<file path="config.mk">
export PLATFORM = sky130hd
export DESIGN_NAME = conv_kernel_sequencer
export DESIGN_NICKNAME = d
export VERILOG_FILES = /design/src/rtl/conv_kernel_pkg.sv /design/src/rtl/button_debouncer.sv /design/src/rtl/conv_kernel_sequencer.sv
export SDC_FILE = /design/constraint.sdc
export NUM_CORES = 1
export LEC_CHECK = 0
export ABC_AREA = 1
export BUFFER_PORTS_ARGS = -buffer_cell sky130_fd_sc_hd__buf_2
export CAP_MARGIN = 20
export CORE_MARGIN = 1
export CORE_UTILIZATION = 47
export DETAILED_ROUTE_END_ITERATION = 8
export HOLD_SLACK_MARGIN = 0.05
export MAX_ROUTING_LAYER = met4
export PLACE_DENSITY = 0.84
export SKIP_CTS_REPAIR_TIMING = 1
export SYNTH_ARGS = -nofsm -noshare
export SYNTH_HDL_FRONTEND = slang
export SYNTH_SLANG_ARGS = --single-unit
</file>
<file path="constraint.sdc">
create_clock -name clk -period 2.11 [get_ports clk]
set_input_delay 0.422 -clock clk [delete_from_list [all_inputs] [get_ports clk]]
set_output_delay 0.422 -clock clk [all_outputs]
set_load 0.01 [all_outputs]
</file>
<file path="src/rtl/conv_kernel_pkg.sv">
`default_nettype none
// ============================================================================
// Module      : conv_kernel_pkg
// Description : Shared types and constants for the convolution kernel
//               sequencer. Holds the kernel coefficient table, per-set biases
//               and output shifts, plus the sequencer state encoding.
// Revision    : 1.0 - initial release
// ============================================================================
package conv_kernel_pkg;

    localparam int PKG_NUM_KERNELS = 4;
    localparam int PKG_TAPS        = 9;
    localparam int PKG_COEF_W      = 8;

    // coef is declared ascending so that, in a concatenation,
    // the leftmost element lands in tap 0.
    typedef struct packed {
        logic [0:PKG_TAPS-1][PKG_COEF_W-1:0] coef;
        logic signed [15:0]                  bias_g;
        logic signed [15:0]                  bias_rb;
        logic [3:0]                          shift;
    } kernel_set_t;

    localparam kernel_set_t KERNEL_TABLE [PKG_NUM_KERNELS] = '{
        // 0: identity
        '{ {8'sd0, 8'sd0, 8'sd0, 8'sd0, 8'sd1, 8'sd0, 8'sd0, 8'sd0, 8'sd0},
           16'sd0, 16'sd0, 4'd0 },
        // 1: sharpen
        '{ {8'sd0, -8'sd1, 8'sd0, -8'sd1, 8'sd5, -8'sd1, 8'sd0, -8'sd1, 8'sd0},
           16'sd384, 16'sd256, 4'd0 },
        // 2: emboss
        '{ {-8'sd2, -8'sd1, 8'sd0, -8'sd1, 8'sd1, 8'sd1, 8'sd0, 8'sd1, 8'sd2},
           16'sd384, 16'sd256, 4'd0 },
        // 3: horizontal edge
        '{ {-8'sd1, -8'sd1, -8'sd1, 8'sd0, 8'sd0, 8'sd0, 8'sd1, 8'sd1, 8'sd1},
           16'sd0, 16'sd0, 4'd0 }
    };

    typedef enum logic [1:0] {
        ST_RUN   = 2'd0,
        ST_DRAIN = 2'd1,
        ST_LOAD  = 2'd2
    } seq_state_t;

endpackage
`default_nettype wire

</file>
<file path="src/rtl/button_debouncer.sv">
`default_nettype none
// ============================================================================
// Module      : button_debouncer
// Description : Two-flop synchroniser followed by a stability counter for an
//               active-low push button. Emits a one-cycle press pulse when a
//               stable low level is accepted; re-arms only after a stable
//               high level has been accepted.
// Ports       : clk, reset_n   - clock, async active-low reset
//               btn_n_i        - raw asynchronous button (active-low)
//               press_o        - one-cycle pulse per accepted press
// Revision    : 1.0 - initial release
// ============================================================================
module button_debouncer #(
    parameter int DEBOUNCE_CYCLES = 50000
) (
    input  logic clk,
    input  logic reset_n,
    input  logic btn_n_i,
    output logic press_o
);

    localparam int CNT_W = $clog2(DEBOUNCE_CYCLES + 1);

    logic             sync1_q;
    logic             sync2_q;
    logic             stable_q;
    logic             press_q;
    logic [CNT_W-1:0] cnt_q;
    logic             w_at_limit;

    assign w_at_limit = (cnt_q == CNT_W'(DEBOUNCE_CYCLES - 1));

    // cnt_q counts consecutive samples that differ from the accepted level;
    // any sample agreeing with the accepted level restarts the count, so
    // short glitches never reach the limit.
    always_ff @(posedge clk or negedge reset_n) begin
        if (!reset_n) begin
            sync1_q  <= 1'b1;
            sync2_q  <= 1'b1;
            stable_q <= 1'b1;
            cnt_q    <= '0;
            press_q  <= 1'b0;
        end else begin
            sync1_q <= btn_n_i;
            sync2_q <= sync1_q;
            press_q <= 1'b0;
            if (sync2_q == stable_q) begin
                cnt_q <= '0;
            end else if (w_at_limit) begin
                stable_q <= sync2_q;
                cnt_q    <= '0;
                press_q  <= ~sync2_q;
            end else begin
                cnt_q <= cnt_q + 1'b1;
            end
        end
    end

    assign press_o = press_q;

endmodule
`default_nettype wire

</file>
<file path="src/rtl/conv_kernel_sequencer.sv">
`default_nettype none
// ============================================================================
// Module      : conv_kernel_sequencer
// Description : Kernel/mode controller for the KxK convolution datapath.
//               Button selects a pending kernel set; the active set is only
//               swapped at a frame start after the engine has drained.
//               Engine results are shifted, clamped and packed to RGB565.
// Ports       : clk, reset_n            - clock, async active-low reset
//               btn_n                   - raw mode button (active-low)
//               in_valid/in_sof/in_ready- window handshake from line buffer
//               out_ready               - downstream back-pressure
//               kernel, scale_bias_*    - active coefficient set to engine
//               conv_valid/conv_result  - engine result {R,G,B}
//               pixel_valid/out_pixel   - RGB565 output
//               active_sel/pending_sel  - kernel index in use / requested
// Revision    : 1.0 - initial release
// ============================================================================
module conv_kernel_sequencer
    import conv_kernel_pkg::*;
#(
    parameter int NUM_KERNELS     = 4,
    parameter int KW              = 3,
    parameter int COEF_W          = 6,
    parameter int BIAS_W          = 10,
    parameter int ACC_W           = 16,
    parameter int DEBOUNCE_CYCLES = 50000,
    parameter int MAX_INFLIGHT    = 8,
    localparam int TAPS  = KW * KW,
    localparam int SEL_W = $clog2(NUM_KERNELS)
) (
    input  logic                   clk,
    input  logic                   reset_n,
    input  logic                   btn_n,
    input  logic                   in_valid,
    input  logic                   in_sof,
    input  logic                   out_ready,
    output logic                   in_ready,
    output logic [TAPS*COEF_W-1:0] kernel,
    output logic [BIAS_W-1:0]      scale_bias_g,
    output logic [BIAS_W-1:0]      scale_bias_rb,
    input  logic                   conv_valid,
    input  logic [3*ACC_W-1:0]     conv_result,
    output logic                   pixel_valid,
    output logic [15:0]            out_pixel,
    output logic [SEL_W-1:0]       active_sel,
    output logic [SEL_W-1:0]       pending_sel
);

    localparam int IF_W = $clog2(MAX_INFLIGHT + 1);

    // Table entries beyond the stored sets (or taps beyond 3x3) read as zero.
    function automatic logic [TAPS*COEF_W-1:0] pack_kernel(input int idx);
        logic [TAPS*COEF_W-1:0] k_bits;
        logic signed [31:0]     c;
        k_bits = '0;
        for (int t = 0; t < TAPS && t < PKG_TAPS; t++) begin
            c = 32'(signed'(KERNEL_TABLE[idx].coef[t]));
            k_bits[t*COEF_W +: COEF_W] = c[COEF_W-1:0];
        end
        return k_bits;
    endfunction

    function automatic logic [BIAS_W-1:0] trim_bias(input logic signed [15:0] b);
        logic signed [31:0] w;
        w = 32'(b);
        return w[BIAS_W-1:0];
    endfunction

    function automatic logic [4:0] clamp5(input logic signed [ACC_W-1:0] v);
        if (v < 0)  return 5'd0;
        if (v > 31) return 5'd31;
        return 5'(v);
    endfunction

    function automatic logic [5:0] clamp6(input logic signed [ACC_W-1:0] v);
        if (v < 0)  return 6'd0;
        if (v > 63) return 6'd63;
        return 6'(v);
    endfunction

    localparam logic [TAPS*COEF_W-1:0] IDENTITY_KERNEL = pack_kernel(0);

    seq_state_t             state_q;
    logic [SEL_W-1:0]       active_sel_q;
    logic [SEL_W-1:0]       pending_sel_q;
    logic [SEL_W-1:0]       pending_sel_d;
    logic [TAPS*COEF_W-1:0] kernel_q;
    logic [BIAS_W-1:0]      bias_g_q;
    logic [BIAS_W-1:0]      bias_rb_q;
    logic [3:0]             shift_q;
    logic [IF_W-1:0]        inflight_q;
    logic [IF_W-1:0]        inflight_d;
    logic                   pixel_valid_q;
    logic [15:0]            out_pixel_q;

    logic                   w_press;
    logic                   w_swap_req;
    logic                   w_accept;
    logic                   w_retire;
    int                     w_load_idx;
    logic signed [ACC_W-1:0] w_r;
    logic signed [ACC_W-1:0] w_g;
    logic signed [ACC_W-1:0] w_b;
    logic [15:0]            w_pixel;

    button_debouncer #(
        .DEBOUNCE_CYCLES(DEBOUNCE_CYCLES)
    ) u_debounce (
        .clk    (clk),
        .reset_n(reset_n),
        .btn_n_i(btn_n),
        .press_o(w_press)
    );

    // A frame start that would need a different kernel is held off
    // combinationally so it is never accepted with stale coefficients.
    assign w_swap_req = in_valid && in_sof && (pending_sel_q != active_sel_q);
    assign in_ready   = reset_n && (state_q == ST_RUN) && out_ready
                        && (inflight_q < IF_W'(MAX_INFLIGHT)) && !w_swap_req;
    assign w_accept   = in_valid && in_ready;
    assign w_retire   = conv_valid && (inflight_q != '0);

    always_comb begin
        inflight_d = inflight_q;
        if (w_accept && !w_retire) begin
            inflight_d = inflight_q + 1'b1;
        end else if (!w_accept && w_retire) begin
            inflight_d = inflight_q - 1'b1;
        end
    end

    always_comb begin
        pending_sel_d = pending_sel_q;
        if (w_press) begin
            pending_sel_d = (pending_sel_q == SEL_W'(NUM_KERNELS - 1)) ? '0
                                                                        : pending_sel_q + 1'b1;
        end
    end

    assign w_load_idx = (int'(pending_sel_q) < PKG_NUM_KERNELS) ? int'(pending_sel_q) : 0;

    // Sequencer: swaps coefficients only in LOAD, after the engine is empty.
    // DRAIN looks at the next-state count so LOAD follows the last retire.
    always_ff @(posedge clk or negedge reset_n) begin
        if (!reset_n) begin
            state_q      <= ST_RUN;
            active_sel_q <= '0;
            kernel_q     <= IDENTITY_KERNEL;
            bias_g_q     <= '0;
            bias_rb_q    <= '0;
            shift_q      <= '0;
        end else begin
            case (state_q)
                ST_RUN: begin
                    if (w_swap_req) state_q <= ST_DRAIN;
                end
                ST_DRAIN: begin
                    if (inflight_d == '0) state_q <= ST_LOAD;
                end
                ST_LOAD: begin
                    state_q      <= ST_RUN;
                    active_sel_q <= pending_sel_q;
                    kernel_q     <= pack_kernel(w_load_idx);
                    bias_g_q     <= trim_bias(KERNEL_TABLE[w_load_idx].bias_g);
                    bias_rb_q    <= trim_bias(KERNEL_TABLE[w_load_idx].bias_rb);
                    shift_q      <= KERNEL_TABLE[w_load_idx].shift;
                end
                default: state_q <= ST_RUN;
            endcase
        end
    end

    assign w_r     = signed'(conv_result[3*ACC_W-1 -: ACC_W]) >>> shift_q;
    assign w_g     = signed'(conv_result[2*ACC_W-1 -: ACC_W]) >>> shift_q;
    assign w_b     = signed'(conv_result[ACC_W-1 -: ACC_W]) >>> shift_q;
    assign w_pixel = {clamp5(w_r), clamp6(w_g), clamp5(w_b)};

    always_ff @(posedge clk or negedge reset_n) begin
        if (!reset_n) begin
            inflight_q    <= '0;
            pending_sel_q <= '0;
            pixel_valid_q <= 1'b0;
            out_pixel_q   <= '0;
        end else begin
            inflight_q    <= inflight_d;
            pending_sel_q <= pending_sel_d;
            pixel_valid_q <= conv_valid;
            if (conv_valid) out_pixel_q <= w_pixel;
        end
    end

    // A result with nothing in flight means the engine and this block
    // disagree about outstanding work.
    a_no_retire_when_empty: assert property (
        @(posedge clk) disable iff (!reset_n) conv_valid |-> (inflight_q != '0)
    );

    assign kernel        = kernel_q;
    assign scale_bias_g  = bias_g_q;
    assign scale_bias_rb = bias_rb_q;
    assign pixel_valid   = pixel_valid_q;
    assign out_pixel     = out_pixel_q;
    assign active_sel    = active_sel_q;
    assign pending_sel   = pending_sel_q;

endmodule
`default_nettype wire

</file>
## After elaboration in Yosys (flattened, before gate mapping)

Cells that the tools add are included.

| storage, ports and cells | value |
|---|---|
| flip-flop bits (word level) | 125 |
| input port bits | 55 |
| output and inout bits | 96 |

| cells by class | value |
|---|---|
| add/subtract/negate cells | 4 |
| $lt $le $gt $ge | 8 |
| equal/unequal tests | 8 |
| shift-type cells | 3 |
| muxes and demuxes | 34 |
| bitwise gates (word level) | 3 |
| reductions and logical operators | 18 |

Operators by type and width:

| cell | count |
|---|---|
| $bmux W108 S2 | 1 |
| $mux W106 | 2 |
| $lt A16 B1 Y1 const B | 3 |
| $sshr A16 B4 Y16 | 3 |
| $mux W5 | 8 |
| $ge A32 B3 Y1 const B | 1 |
| $gt A16 B6 Y1 const B | 2 |
| $mux W16 | 2 |
| $not A2 Y32 | 1 |
| $mux W6 | 4 |
| $add A16 B1 Y16 const B | 1 |
| $eq A16 B16 Y1 const B | 1 |
| $gt A16 B7 Y1 const B | 1 |
| $mux W1 | 11 |
| $logic_and A1 B1 Y1 | 10 |
| $mux W4 | 2 |
| $mux W2 | 3 |
| $add A4 B1 Y4 const B | 1 |
| $eq A2 B2 Y1 const B | 2 |
| $logic_not A4 Y1 | 1 |
| $lt A4 B4 Y1 const B | 1 |
| $ne A2 B2 Y1 const B | 2 |
| $pmux W2 S2 | 1 |
| $reduce_and A2 Y1 | 2 |
| 9 further kinds | 12 |

## Depth between registers and ports, before layout

| logic depth | value |
|---|---|
| depth after elaboration | 13 |
| gate-level depth with buffers | 14 |
| gate-level depth less buffers | 14 |

## Modules after synthesis

A second synthesis with hierarchy kept.

| second synthesis, totals | value |
|---|---|
| cells, all modules | 396 |
| area, all modules | 3269.4 µm² |

By module, submodules not included:

| module | instances | cells each | area each (µm²) |
|---|---|---|---|
| conv_kernel_sequencer | 1 | 262 | 2195.9 |
| button_debouncer | 1 | 134 | 1073.5 |

## Least setup slack after synthesis

Ideal clock, no wire load.

| timing path | value |
|---|---|
| path kind | register to register |
| from | reg u_debounce.cnt_q[0] |
| to | reg u_debounce.cnt_q[14] |
| library setup time | 120 ps |
| arrival | 1456 ps |
| required time | 1990 ps |
| path slack | 534 ps |
| cell stages (with the launch flop) | 11 |
| path buffers | 0 |
| clock period less this slack | 1576 ps |
| cells stage by stage | dfrtp_1 ha_1 nand2_1 nor2_2 nand3_1 nor3_2 nand3_2 clkinv_1 nand3_2 o21ai_1 a21oi_1 |

| on the way | value |
|---|---|
| cells in the longest elaborated chain, start to end | 3 |
| elaborated cells on any way between the ends | 4 |

Ends and longest elaborated chain:

| what | RTL line | RTL |
|---|---|---|
| start, declared | button_debouncer.sv:28 | `logic [CNT_W-1:0] cnt_q;` |
| start signal, assigned | button_debouncer.sv:54 | `cnt_q <= cnt_q + 1'b1;` |
| $add A16 B1 Y16 or $eq A16 B16 Y1 (tied branches) | button_debouncer.sv:54, button_debouncer.sv:31 |  |
| $mux W16 (*) | button_debouncer.sv:49 | `end else if (w_at_limit) begin` |
| $mux W16 (*) | button_debouncer.sv:47 | `if (sync2_q == stable_q) begin` |

Mark *: on every way between the ends. The rest lies on a longest branch, timed or not.
A chain may end at the register's enable or synchronous reset.

## Worst setup path after layout

| timing path | value |
|---|---|
| from | reg pending_sel_q[1] (netlist: pending_sel[1]) |
| to | out in_ready |

| on the way | value |
|---|---|
| cells in the longest elaborated chain, start to end | 4 |

Ends and longest elaborated chain:

| what | RTL line | RTL |
|---|---|---|
| start, declared | conv_kernel_sequencer.sv:85 | `logic [SEL_W-1:0] pending_sel_q;` |
| start signal, assigned | conv_kernel_sequencer.sv:186 | `pending_sel_q <= pending_sel_d;` |
| $ne A2 B2 Y1 | conv_kernel_sequencer.sv:117 | `assign w_swap_req = in_valid && in_sof && (pending_sel_q != active_sel_q);` |
| $logic_and A1 B1 Y1 | conv_kernel_sequencer.sv:117 |  |
| $logic_not A1 Y1 | conv_kernel_sequencer.sv:119 | `&& (inflight_q < IF_W'(MAX_INFLIGHT)) && !w_swap_req;` |
| $logic_and A1 B1 Y1 | conv_kernel_sequencer.sv:119 |  |
| end, declared | conv_kernel_sequencer.sv:37 | `output logic in_ready,` |

Every way passes these cells.

==> metrics <==
status finished clean; ranking of synthesized cells by area dfrtp_1 40%, buf_4 16%, nand2_1 8.9%; Max Cap Violations 0; DIE WIDTH around 83 um; commonest cells after routing, fill and taps aside 120 x buf_2, 74 x nand2_1, 49 x dfrtp_1; post-place setup slack 0.240 ns; Gate Count Post-Synth 371; Setup CP Type flop to output pin; post-route minimum period 1.88 ns; register area share after synthesis between 40 and 50%; share of layout cells above drive strength 1 34.1%; Slew Viols, Final 0; setup TNS 0 ns; worst hold slack 0.210 ns; #FFs+latches synth 53; Yosys cell types 32; Netlist Area Pre-Place 3100 sq um; leading area contributor after synthesis dfrtp_1; vias per inst between 4 and 5; # setup viols final 0; register area ~1300 sq um; Peak VDD IR 0.373 mV; Tightest Pin Transition 0.650 ns; required time of the critical path around 1.7 ns; Final Hold Viols 0; DRT iter0 DRCs 142; initial antenna violation count 0; first-pass GRT wire length between 10000 and 15000 um; vias in the first global route 2324; Tot GR Track Use 18.3%; TritonCTS buffer count 5; Int Power 0.00165 W; pin count of the biggest net entering global routing 54; Hold Path Class input pin to flop; IO buf count 120; initial core utilization between 40% and 50%; clock-pin slew on the worst setup and hold paths around 0.1 ns; DRC viols 0; syn avg cell area 8.37 sq um; Clk Latency, worst-skew pair ~0.31 ns; Reg power frac 48.8%; Net Sw Frac 29.5%; Ports 151; clock root cell clkbuf_8; # nets final 523; Crit Path Max Fanout 6; WL/cell 11.4 um; RSZ-0062 raised after global routing no; setup ws final 0.233 ns; total gr overflow 0; Clock Path Buffers 2; P&R area growth vs syn 14.1%; clock share of power 30.7%; core area between 6000 and 7000 sq um; total number of yosys warnings 0; CTS tree built; final critical-path share of the clock period 88.9%; drt total wl 6110 um; Layout Skew 0.00936 ns; DR pass1 iterations 4; # rows 29; logic gate share of total power 20.5%; via count 2605; crit path DAT 1.45 ns; CTS H-tree lvls 2; # diodes 0; remaining antenna violation count after routing 0; die footprint a little under 7000 sq um; RD Place Congestion 0.848; Fillers 562; multi-input logic area around 1200 sq um; CTS Sinks 53; LEAKAGE between 2 and 2.5 nW; crit path capture type output pin; nature of the critical path startpoint flop; Die Y 83.3 um; max_slew headroom 56.7%; DP HPWL roughly 4600 um; NetSw 0.000691 W; Max Clock Freq 533 MHz; most common cell after layout, fill and taps aside buf_2; Yosys top cell area share 39.5%; PD cells 662 nW/um^2
[state kept, by name, summed over array words and instances (netlist names)]
name,count
active_sel,1
u_debounce.sync1_q,1
u_debounce.cnt_q,16
kernel,7
u_debounce.press_o,1
inflight_q,4
out_pixel,16
u_debounce.sync2_q,1
u_debounce.stable_q,1
pixel_valid,1
pending_sel,2
state_q,2
[power groups by stage]
stage          registers (W)  logic [W]  clock network [W]
5_1_grt              0.00116   0.000559           0.000770
3_5_place_dp         0.00116   0.000481                  0
6_report             0.00115   0.000481           0.000719
2_1_floorplan        0.00117   0.000337                  0
4_1_cts              0.00114   0.000483           0.000735
3_3_place_gp         0.00116   0.000451                  0
[cell usage after synthesis (all sizes together)]
library cell	count
mux2	3
inv	37
mux2i	1
nor3	4
a31oi	1
o21ai	31
nor3b	1
clkinv	2
nor4	9
o31ai	1
nand4	6
and3b	1
dfstp	4
conb	1
xor2	5
buf	68
nand3	22
clkbuf	2
dfrtp	49
nor2	28
a21oi	9
ha	8
nand2	78
[stage by stage]
stage | utilization (%) | cell area, sq um | total power [W] | instances
floorplan | - | 3210 | 0.00150 | 400
global placement | 53.7 | 3410 | 0.00161 | 529
detailed placement | 53.7 | 3410 | 0.00164 | 529
CTS | 55.5 | 3530 | 0.00236 | 537
global route | 55.8 | 3540 | 0.00249 | 538
finish | 55.8 | 3540 | 0.00235 | 538
[cells by family (layout without fill, tap and decap cells)]
group,count (synthesis),count (layout),synth area share (%)
AND/OR/NAND/NOR,149,149,22.5
buffers and inverters,109,170,21.4
flip-flops,53,53,42.9
AO/OA/AOI/OAI,42,42,7.01
adder cells (fa/ha/maj),8,8,3.22
XOR/XNOR,5,5,1.41
multiplexers,4,4,1.41
other,1,30,0.121
[final timing paths]
kind / from / endpoint / slack, ns / cells past startpoint
worst max-delay path: pending_sel[1] / in_ready / 0.23 / 6
worst min-delay path: btn_n / u_debounce.sync1_q / 0.21 / 1
worst max register to register: inflight_q[0] / state_q[0] / 0.24 / 11
worst min register to register: u_debounce.sync1_q / u_debounce.sync2_q / 0.36 / 0
max in group asynchronous: reset_n / u_debounce.cnt_q[11] / 1.41 / 2
min in group asynchronous: reset_n / pending_sel[0] / 0.26 / 2
[per-layer routing]
layer | global-route usage, % | vias to the layer above | part of all wire, %
li1 | - | 1269 | -
met1 | 20.8 | 1226 | 43
met2 | 32.6 | 100 | 50
met3 | 3.58 | 10 | 5.2
met4 | 5.64 | 0 | 1.6
met5 | - | - | 0
[worst max-delay path, cell delays in order, from the launching register on]
cell and delay [ns]:
dfrtp_1 0.46, inv_1 0.16, nand2_1 0.07, nand2_1 0.06
nand2_1 0.09, a21oi_2 0.16, buf_2 0.15
[layout make-up]
cell class              instances  share of cell area (%)
clock inverters                 2                    1.06
well taps                      77                    2.72
flip-flops and latches         53                    37.6
inverters                      39                    4.13
multi-input cells             238                    34.6
clock buffers                   6                    2.33
repair buffers                123                    17.6
No activity file was read; power rests on OpenSTA's default activity.
